[src/rtl/cache_bus_arbiter.sv]
// Arbitrates the L1 I-cache (port 0) and D-cache (port 1) onto one system bus with one
// outstanding line transaction at a time and round-robin fairness between the two ports.
module cache_bus_arbiter #(
  parameter int unsigned WORDSIZE = 64,
  parameter int unsigned TAGWIDTH = 13,
  parameter int unsigned BEATS    = 8
) (
  input  logic                clk,
  input  logic                reset_n,
  input  logic [1:0]          c_reqcyc,
  output logic [1:0]          c_reqack,
  input  logic [WORDSIZE-1:0] c_req [2],
  input  logic [TAGWIDTH-1:0] c_reqtag [2],
  output logic [1:0]          c_respcyc,
  input  logic [1:0]          c_respack,
  output logic [WORDSIZE-1:0] c_resp [2],
  output logic [TAGWIDTH-1:0] c_resptag [2],
  output logic                bus_reqcyc,
  input  logic                bus_reqack,
  output logic [WORDSIZE-1:0] bus_req,
  output logic [TAGWIDTH-1:0] bus_reqtag,
  input  logic                bus_respcyc,
  output logic                bus_respack,
  input  logic [WORDSIZE-1:0] bus_resp,
  input  logic [TAGWIDTH-1:0] bus_resptag
);

  localparam int unsigned CntW    = $clog2(BEATS) + 1;
  localparam int unsigned ReadBit = TAGWIDTH - 1;
  localparam logic [CntW-1:0] LastCnt = CntW'(BEATS - 1);

  typedef enum logic [1:0] {StIdle, StReq, StResp, StWdata} state_e;

  state_e              stateQ, stateD;
  logic [CntW-1:0]     beatCntQ, beatCntD;
  logic                ownerQ, ownerD;
  logic                ownerValidQ, ownerValidD;
  logic                lastGrantQ, lastGrantD;
  logic [1:0]          reqAckQ, reqAckD;
  logic                busReqCycQ, busReqCycD;
  logic [WORDSIZE-1:0] busReqQ, busReqD;
  logic [TAGWIDTH-1:0] busTagQ, busTagD;
  logic                grantSel;
  logic                lastBeat;

  // On a tie the port that did not win last time gets the bus.
  assign grantSel = (c_reqcyc == 2'b11) ? ~lastGrantQ : c_reqcyc[1];
  assign lastBeat = (beatCntQ == LastCnt);

  always_comb begin
    stateD      = stateQ;
    beatCntD    = beatCntQ;
    ownerD      = ownerQ;
    ownerValidD = ownerValidQ;
    lastGrantD  = lastGrantQ;
    reqAckD     = 2'b00;
    busReqCycD  = busReqCycQ;
    busReqD     = busReqQ;
    busTagD     = busTagQ;
    unique case (stateQ)
      StIdle: begin
        if (|c_reqcyc) begin
          stateD      = StReq;
          ownerD      = grantSel;
          ownerValidD = 1'b1;
          lastGrantD  = grantSel;
          reqAckD     = grantSel ? 2'b10 : 2'b01;
          busReqCycD  = 1'b1;
          busReqD     = c_req[grantSel];
          busTagD     = c_reqtag[grantSel];
        end
      end
      StReq: begin
        if (bus_reqack) begin
          busReqCycD = 1'b0;
          beatCntD   = '0;
          stateD     = busTagQ[ReadBit] ? StResp : StWdata;
        end
      end
      StResp, StWdata: begin
        // Read beats arrive on bus_respcyc; write beats are consumed on bus_reqack.
        if ((stateQ == StResp) ? bus_respcyc : bus_reqack) begin
          if (lastBeat) begin
            stateD      = StIdle;
            beatCntD    = '0;
            ownerD      = 1'b0;
            ownerValidD = 1'b0;
          end else begin
            beatCntD = beatCntQ + CntW'(1);
          end
        end
      end
      default: stateD = StIdle;
    endcase
  end

  always_ff @(posedge clk or negedge reset_n) begin
    if (!reset_n) begin
      stateQ      <= StIdle;
      beatCntQ    <= '0;
      ownerQ      <= 1'b0;
      ownerValidQ <= 1'b0;
      lastGrantQ  <= 1'b1;
      reqAckQ     <= 2'b00;
      busReqCycQ  <= 1'b0;
      busReqQ     <= '0;
      busTagQ     <= '0;
    end else begin
      stateQ      <= stateD;
      beatCntQ    <= beatCntD;
      ownerQ      <= ownerD;
      ownerValidQ <= ownerValidD;
      lastGrantQ  <= lastGrantD;
      reqAckQ     <= reqAckD;
      busReqCycQ  <= busReqCycD;
      busReqQ     <= busReqD;
      busTagQ     <= busTagD;
    end
  end

  always_comb begin
    c_reqack     = reqAckQ;
    c_respcyc    = 2'b00;
    c_resp[0]    = '0;
    c_resp[1]    = '0;
    c_resptag[0] = '0;
    c_resptag[1] = '0;
    bus_reqcyc   = busReqCycQ;
    bus_req      = busReqQ;
    bus_reqtag   = busTagQ;
    bus_respack  = ownerValidQ & c_respack[ownerQ];
    if (stateQ == StResp) begin
      c_respcyc[ownerQ] = bus_respcyc;
      c_resp[ownerQ]    = bus_resp;
      c_resptag[ownerQ] = bus_resptag;
    end
    if (stateQ == StWdata) begin
      // Write data streams straight from the owner; its ack mirrors the bus ack per beat.
      bus_reqcyc        = 1'b1;
      bus_req           = c_req[ownerQ];
      c_reqack[ownerQ]  = bus_reqack;
    end
  end

endmodule

[config.mk]
export PLATFORM = sky130hd
export DESIGN_NAME = cache_bus_arbiter
export DESIGN_NICKNAME = d
export VERILOG_FILES = /design/src/rtl/cache_bus_arbiter.sv
export SDC_FILE = /design/constraint.sdc
export NUM_CORES = 1
export LEC_CHECK = 0
export ABC_AREA = 1
export CAP_MARGIN = 20
export CORE_AREA = 2 2 187 189
export DETAILED_ROUTE_END_ITERATION = 16
export DIE_AREA = 0 0 189 191
export SETUP_SLACK_MARGIN = 0.15
export SYNTH_ARGS = -nofsm -noshare
export SYNTH_HDL_FRONTEND = slang
export SYNTH_SLANG_ARGS = --single-unit
[constraint.sdc]
create_clock -name clk -period 1.65 [get_ports clk]
set_input_delay 0.33 -clock clk [delete_from_list [all_inputs] [get_ports clk]]
set_output_delay 0.33 -clock clk [all_outputs]
set_load 0.03 [all_outputs]
==> results.md <==
- Initial Utilization: 0.192
- Post-synth EDFFs: 0
- Rows: 68
- DR pass1 iterations: 5
- Crit path kind: reg -> out
- Post-Synthesis Cells: 985
- Worst EP required: 1.32 ns
- FF-to-FF End: busReqQ[26]
- Crit path max fanout: 6
- Num ports: 476
- Final Power: 30.6 mW
- Synthesized flop and latch total: 89
- Congestion Overflow GR: 0
- Share of layout cells above drive strength 1: 0.413
- Root Buffer: clkbuf_16
- Largest net degree at the start of global routing: 46
- FF-to-FF Start: stateQ[0]
- CTS Buffer Depth: 2
- Die Wd: 189 µm
- Relative slew slack: 0.786
- Setup crit start kind: register
- Synthesized net count: 1,225
- Hold WC Path Type: reg -> reg
- First-pass GRT wire length: 52.0 mm
- Fraction of registers with async set/reset: 1.00
- Die ar.: 0.0361 mm²
- Clock Skews: 0.0125 ns
- Worst Tran Pin Value: 0.320 ns
- Yosys synthesis warning count: 0
- Max Transition Viols Final: 0
- Peak VDD IR: 1010 µV
- Predominant post-synthesis flop cell: dfrtp_1
- Failing checks: negative setup slack
- RSZ-0062 raised after global routing: true
- Clock sinks: 89
- Outcome: finished, violations left
- Worst-path clk slew: 0.07 ns
- Post-synthesis sequential area ratio: 0.341
- Drt wl/cell: 18.7 µm
- Vias in the first global route: 8,533
- CTS tree: done
- Drt initial violations: 356
- Port bufs: 475
- Hold Crit Start: lastGrantQ
- Multi-input gate area: 0.00489 mm²
- Post-DP HPWL: 26.6 mm
- Place WS: -0.261 ns
- Via Count: 8,929
- Synth unique cells: 27
- Final wirelength: 37.6 mm
- Power per cell area: 1950 mW/mm²
- Core area: 0.0341 mm²
- Avg Cell Area, Syn: 6.63 µm²
- Gr usage total: 0.190
- Post-DR vias/cell: 4.44
- Initial antenna violation count: 4
- Synth-to-Final Area Change: 141%
- Placed insts: 1,924
- Final hold violation count: 0
- Post-Syn Area: 0.00654 mm²
- F_max: 0.471 GHz
- Post-route setup TNS: -93.90 ns
- Filler cells: 3,190
- H-tree levels: 3
- Critical Path Sink Type: primary output
- Post-detailed-route count of antenna-violating nets: 0
- R2R cell count: 10
- Fin worst setup slack: -0.474 ns
- Fin crit period: 2.12 ns
- Fin cells: 2,009
- TritonCTS Buffers: 9
- Clock Latency Late Sink: 0.37 ns
- Final #Nets: 1,785
- DRC: 0
- Data arrival, critical path: 1.79 ns
- Fin crit share: 1.29
- Routability cong.: 0.836
- Leakage power figure: 6.89 nW
- Reg area: 0.00223 mm²
- Reg2reg setup slack: -0.17 ns
- Final setup fails: 303
- Final Util: 0.462
- Worst Hold End: lastGrantQ
- DIE HEIGHT: 191 µm
- Max-cap viol count: 0
- Hold Path Depth: 2
==> stage by stage <==
stage,hold slack [ns],cell area [µm²]
floorplan,0.0344,7860
global placement,0.353,13300
detailed placement,0.354,13300
CTS,0.477,14800
global route,0.519,15700
finish,0.492,15800
==> report_power, final <==
group	internal (mW)	switching (mW)
Sequential	3.27	0.501
Clock	1.03	1.03
Combinational	11.1	13.7
==> layout make-up <==
cell class	count	share of cell area
repair buffers	617	0.455
multi-input cells	677	0.311
flip-flops and latches	89	0.142
inverters	150	0.0378
well taps	455	0.0361
clock buffers	9	0.0143
clock inverters	7	0.00350
diodes	4	0.000636
repair inverters	1	0.000397
==> cells by family after synthesis <==
kind of cell | after synthesis | synth area share
flip-flops | 89 | 0.341
AO/OA/AOI/OAI | 172 | 0.200
adder cells (fa/ha/maj) | 1 | 0.00191
AND/OR/NAND/NOR | 501 | 0.310
buffers and inverters | 222 | 0.147
==> flip-flops by register name, summed over array words and instances (netlist names) <==
| signal | cells |
|---|---|
| stateQ | 2 |
| busReqQ | 64 |
| ownerQ | 1 |
| lastGrantQ | 1 |
| bus_reqtag | 13 |
| beatCntQ | 4 |
| reqAckQ | 2 |
| ownerValidQ | 1 |
| busReqCycQ | 1 |
==> repair_timing <==
action / 4_1_cts / 5_1_grt
cloned: 15 / 16
hold buffers: 1 / 0
hold endpoints to repair: 88 / 0
resized for setup: 212 / 90
endpoints found under the setup margin: 322 / 315
buffers inserted: 13 / 20
pin swaps: 11 / 21
==> cells in the mapped netlist (10+ instances only) <==
library cell | count | area [µm²]
o21ai_0 | 31 | 155
nand2_1 | 194 | 728
o21ai_2 | 14 | 123
dfrtp_1 | 88 | 2200
o22ai_1 | 22 | 138
nor2_1 | 212 | 796
o21ai_1 | 10 | 50.1
nand3_1 | 87 | 435
o22ai_2 | 24 | 300
o211ai_1 | 62 | 465
clkbuf_1 | 20 | 75.1
inv_1 | 142 | 533
buf_2 | 38 | 190
==> critical path, stage by stage (launching register included) <==
cell and delay, ns:
dfrtp_2 0.47, nand2_8 0.11, inv_8 0.05, nand2_8 0.07
clkinv_8 0.08, buf_12 0.14, buf_16 0.14, buf_12 0.13
nand2_4 0.05, nand3_4 0.06, buf_6 0.14
==> how the worst max path moves through the flow <==
stage	cells after the start	slack (ns)	endpoint	from
finish	10	-0.47	bus_req[51]	stateQ[0]
global placement	8	-0.24	bus_reqtag[11]	c_reqcyc[1]
detailed placement	8	-0.26	busReqQ[51]	c_reqcyc[1]
global route	6	-0.54	bus_req[5]	stateQ[0]
floorplan	6	-0.09	bus_req[2]	stateQ[1]
CTS	6	-0.48	bus_req[40]	stateQ[0]
==> metal layers <==
metal,GRT usage,share of wire
met1,0.224,0.38
met2,0.330,0.51
met3,0.0352,0.062
met4,0.0916,0.040
met5,0,0
==> cell usage in the layout, fill, tap and decap left out, drive strengths merged, types with 4 or more instances in the layout <==
cell	instances
nor2	216
dlygate4sd2	9
clkinv	5
clkbuf	23
clkdlybuf4s50	237
bufbuf	5
nand3	87
buf	347
clkdlybuf4s15	4
nand2	199
a21oi	5
dfrtp	88
inv	151
diode	4
o211ai	66
o21ai	55
o22ai	46
(Power assumes the default switching activity.)
==> patch 1 (same settings) <==
One comparison of `beatCntQ` changes from == to >=.
--- a/src/rtl/cache_bus_arbiter.sv
+++ b/src/rtl/cache_bus_arbiter.sv
@@ -45,7 +45,7 @@
 
   // On a tie the port that did not win last time gets the bus.
   assign grantSel = (c_reqcyc == 2'b11) ? ~lastGrantQ : c_reqcyc[1];
-  assign lastBeat = (beatCntQ == LastCnt);
+  assign lastBeat = (beatCntQ >= LastCnt);
 
   always_comb begin
     stateD      = stateQ;
Function: no difference found for any inputs over 4 cycles, from zero or initial values and one cycle with reset_n low; that may be too few to reach the edited logic, so the function may still have changed.
==> patch 1 against the original RTL <==
The run still ends with setup timing left; wire length up 5.4%; critical path type unchanged; setup slack gained 0.028 ns; total power down 4.0%; sequential cell count unchanged; design area shrank 5.2%; sequential power grew 6.9%; critical endpoint is now c_resp[90]; combinational power fell by 6%; synthesized area fell by 5.8%.
==> patch 1: results (changes against the original RTL) <==
status=finished, violations left; failing checks=setup timing; synth top area cells=dfrtp_1, nand2_1, nor2_1; Setup WS post-layout=-0.446 ns (+0.0277 ns); VDD IR max=1190 µV (+18%); register area share after synthesis=0.362 (+0.0211); Post-Syn Nets=1193 (-2.6%); R2R Path Start=lastGrantQ$_DFFE_PN1P_; vias per std cell=4.48 (+0.82%); top cells by count, synth=nand2_1, nor2_1, inv_1; Slew @ Worst Pin=0.579 ns (+0.260 ns); Reg2Reg Setup Slack=0.01 ns (+0.18 ns); DP Worst Slack=-0.291 ns (-0.0298 ns); gr usage total=0.197 (+0.00721); yosys warns=0 (unchanged); fillcell total=3235 (+1.4%); GPL Wtd Cong=0.937 (+12%); initial antenna violation count=6 (+2); largest net degree at the start of global routing=48 (+4.3%); sequential share of cell area=0.150 (+0.00782); vias in the first global route=8228 (-3.6%); Multi-In Gates=695 (+2.7%); DRT iter0 DRCs=401 (+13%); first-pass GRT wire length=53.3 mm (+2.5%); sw frac=0.504 (+0.00710); non-clock buffering overhead in the final layout=0.445 (-0.00962); htree depth=3 (unchanged); Clock-cell share=0.0191 (+0.00132); Leak=6.43 nW (-6.7%); share of cells above drive strength 1=0.429 (+0.0157); type of the most critical hold path=in -> async; Largest register FFs=64 (unchanged); Non-clk bufs=565 (-8.4%); # diodes=3 (-1); Post-Route WL=39.6 mm (+5.4%); placed cell count=1883 (-2.1%); launch point of the worst path=stateQ[1]$_DFFE_PN0P_; r2r endpoint=bus_reqtag[5]$_DFFE_PN0P_; CP Capture Point=c_resp[90]; Tmin final=2.10 ns (-0.0277 ns); multi-input logic area=4790 µm² (-2.2%); hpwl dp=29.6 mm (+11%); Cells after Synth=953 (-3.2%); # setup viols final=236 (-22%); clk_skew=0.0175 ns (+0.00503 ns); DP Area=13300 µm² (+0.41%); Inverters=105 (-30%); unique cell type count in the Yosys netlist=23 (-15%); Final nets=1705 (-4.5%); WL/cell=20.5 µm (+9.8%)
patch 1: per-layer routing:
metal | share of wire | vias to the layer above | GRT usage | wire length [µm]
met4 | 0.043 | 2 | 0.0907 | 1720
met5 | 0.00033 | - | 0 | 13
met2 | 0.52 | 373 | 0.350 | 20400
met3 | 0.061 | 65 | 0.0406 | 2420
met1 | 0.38 | 4134 | 0.226 | 15000
li1 | - | 4065 | - | -
patch 1: power groups by stage:
stage	clock network (W)	logic, W	registers (W)
after CTS	0.00219	0.0216	0.00403
after global routing	0.00225	0.0244	0.00417
final	0.00212	0.0233	0.00403
after global placement	0	0.0202	0.00401
after floorplan	0	0.0117	0.00417
after detailed placement	0	0.0203	0.00404
patch 1: through the flow:
| step | power (W) | utilization | TNS [ns] | hold WS (ns) |
|---|---|---|---|---|
| 3_3_place_gp | 0.0242 | 0.391 | -20.03 | 0.298 |
| 4_1_cts | 0.0278 | 0.416 | -82.26 | 0.480 |
| 6_report | 0.0294 | 0.438 | -80.15 | 0.473 |
| 3_5_place_dp | 0.0244 | 0.391 | -21.18 | 0.307 |
| 2_1_floorplan | 0.0159 | - | 0 | 0.0344 |
| 5_1_grt | 0.0308 | 0.437 | -96.61 | 0.496 |
patch 1: cells by family after synthesis:
logic type      share of synthesized area
compound gates                      0.186
simple gates                        0.317
fa+ha+maj                         0.00203
flops                               0.362
buf+inv                             0.132
patch 1: worst register-to-register path, stage by stage (launching register included):
cell and delay, ns:
dfstp_2 0.55, nand2_1 0.07, nand2_2 0.15, buf_4 0.52
nor2_1 0.09, o21ai_0 0.19
patch 1: what timing repair did:
item,CTS,global route
setup endpoints to repair,286,319
resized for setup,107,89
hold buffers,1,0
buffers inserted,3,3
pin swaps,11,10
endpoints found under the hold margin,22,0
cloned,2,17
==> patch 2 (same settings) <==
Without the edit above. `BEATS`: 8 -> 16.
--- a/src/rtl/cache_bus_arbiter.sv
+++ b/src/rtl/cache_bus_arbiter.sv
@@ -3,7 +3,7 @@
 module cache_bus_arbiter #(
   parameter int unsigned WORDSIZE = 64,
   parameter int unsigned TAGWIDTH = 13,
-  parameter int unsigned BEATS    = 8
+  parameter int unsigned BEATS    = 16
 ) (
   input  logic                clk,
   input  logic                reset_n,
Behaviour: no difference found for any inputs over 4 cycles, from zero or initial values and one cycle with reset_n low; that may be too few to reach the edited logic, so the function may still have changed.
==> patch 2 against the original RTL <==
Fmax up 1.2%; critical path type unchanged; via count down 2.2%; total power down 18%; combinational power down 24%; synthesized cell count down 1.3%; synthesized area down 5.2%; critical endpoint is now c_resp[14]; sequential cell count up 1; largest cell class unchanged; the flow still finishes with violations (setup timing); count of clock-buffer cells in the layout up 1; setup slack better by 0.025 ns; wire length up 3.3%; design area down 1.6%.
==> patch 2: results (changes against the original RTL) <==
status=finished, violations left; failing checks=setup timing; r2r endpoint=busReqQ[32]$_DFFE_PN0P_; # setup viols final=269 (-11%); sequential power=0.00404 W (+7.2%); met3 capacity usage during global routing=0.0490 (+0.0138); unique cell type count in the Yosys netlist=26 (-3.7%); placed cell count=1895 (-1.5%); hold_ws=0.472 ns (-0.0201 ns); Skew-Pair Late Insertion Delay=0.35 ns (-0.02 ns); met2 usage=0.344 (+0.0137); delay-heaviest family, CP=buffers and inverters; gr usage total=0.191 (+0.000880); Slew @ Worst Pin=0.493 ns (+0.173 ns); met3 WL=2.59 mm (+11%); Min-Delay Startpoint=lastGrantQ$_DFFE_PN1P_; Cells after Synth=972 (-1.3%); Clk. pwr=0.00219 W (+6%); hpwl dp=26.6 mm (about the same); DP Worst Slack=-0.244 ns (+0.0168 ns); met2 routed WL=20.0 mm (+3.7%); DR pass1 iterations=4 (-1); largest net degree at the start of global routing=60 (+30%); Post-Synth Adder-Cell Area=0.00202 (+0.000105); share of cells above drive strength 1=0.432 (+0.0190); top cells by count, synth=nand2_1, nor2_1, dfrtp_1; vias in the first global route=8478 (-0.64%); CP arrival=1.77 ns (-0.02 ns); Leak=6.81 nW (-1.2%); Synth Area in Compound Gates=0.164 (-0.0363); Power Dens Cells=1620 nW/µm² (-17%); r2r worst-path depth=8 (-2); Top Layer Used=met5; Setup WS post-layout=-0.449 ns (+0.0249 ns); CP Capture Point=c_resp[14]; Largest stage delay, worst path=0.43 ns (-0.04 ns); WL/cell=19.9 µm (+6.2%); initial antenna violation count=4 (unchanged); fin cells=1955 (-2.7%); VDD IR max=839 µV (-17%); M1 WL=14.5 mm (+0.50%); setup TNS=-73.27 ns (+20.63 ns); grt met1 use=0.212 (-0.0127); CTS resizes=203 (-4.2%); R2R Path Start=stateQ[1]$_DFFE_PN0P_; fillcell total=3141 (-1.5%); register area share after synthesis=0.364 (+0.0227); FFs w/ async S/R, synth=1.00 (unchanged); DP Area=12600 µm² (-5.2%); Post-Syn Nets=1212 (-1.1%); number of setup buffers added after CTS=9 (-4); synth top area cells=dfrtp_1, nand2_1, nor2_1; clk_skew=0.0105 ns (-0.00199 ns); Final nets=1733 (-2.9%); Post-Synth XOR/XNOR Area=0.00141 (+0.00141)
==> patch 2: cell types whose count changed after synthesis, moves of 10 or more <==
| cell | delta |
|---|---|
| a22oi_1 | +62 |
| o21ai_2 | -14 |
| o22ai_2 | -24 |
| o21ai_0 | +17 |
| nand2_1 | +99 |
| o21ai_1 | +38 |
| nand3_1 | -48 |
| buf_4 | +10 |
| clkbuf_1 | -13 |
| o211ai_1 | -61 |
| o22ai_1 | -22 |
| inv_1 | -55 |
==> patch 2: layout make-up <==
| class | count | area [µm²] | area share |
|---|---|---|---|
| Antenna cell | 2 | 5.00 | 0.000323 |
| Clock buffer | 10 | 239 | 0.0154 |
| Clock inverter | 6 | 66.3 | 0.00428 |
| Inverter | 92 | 355 | 0.0229 |
| Multi-Input combinational cell | 724 | 4940 | 0.319 |
| Sequential cell | 90 | 2260 | 0.146 |
| Tap cell | 455 | 569 | 0.0367 |
| Timing Repair Buffer | 576 | 7070 | 0.456 |
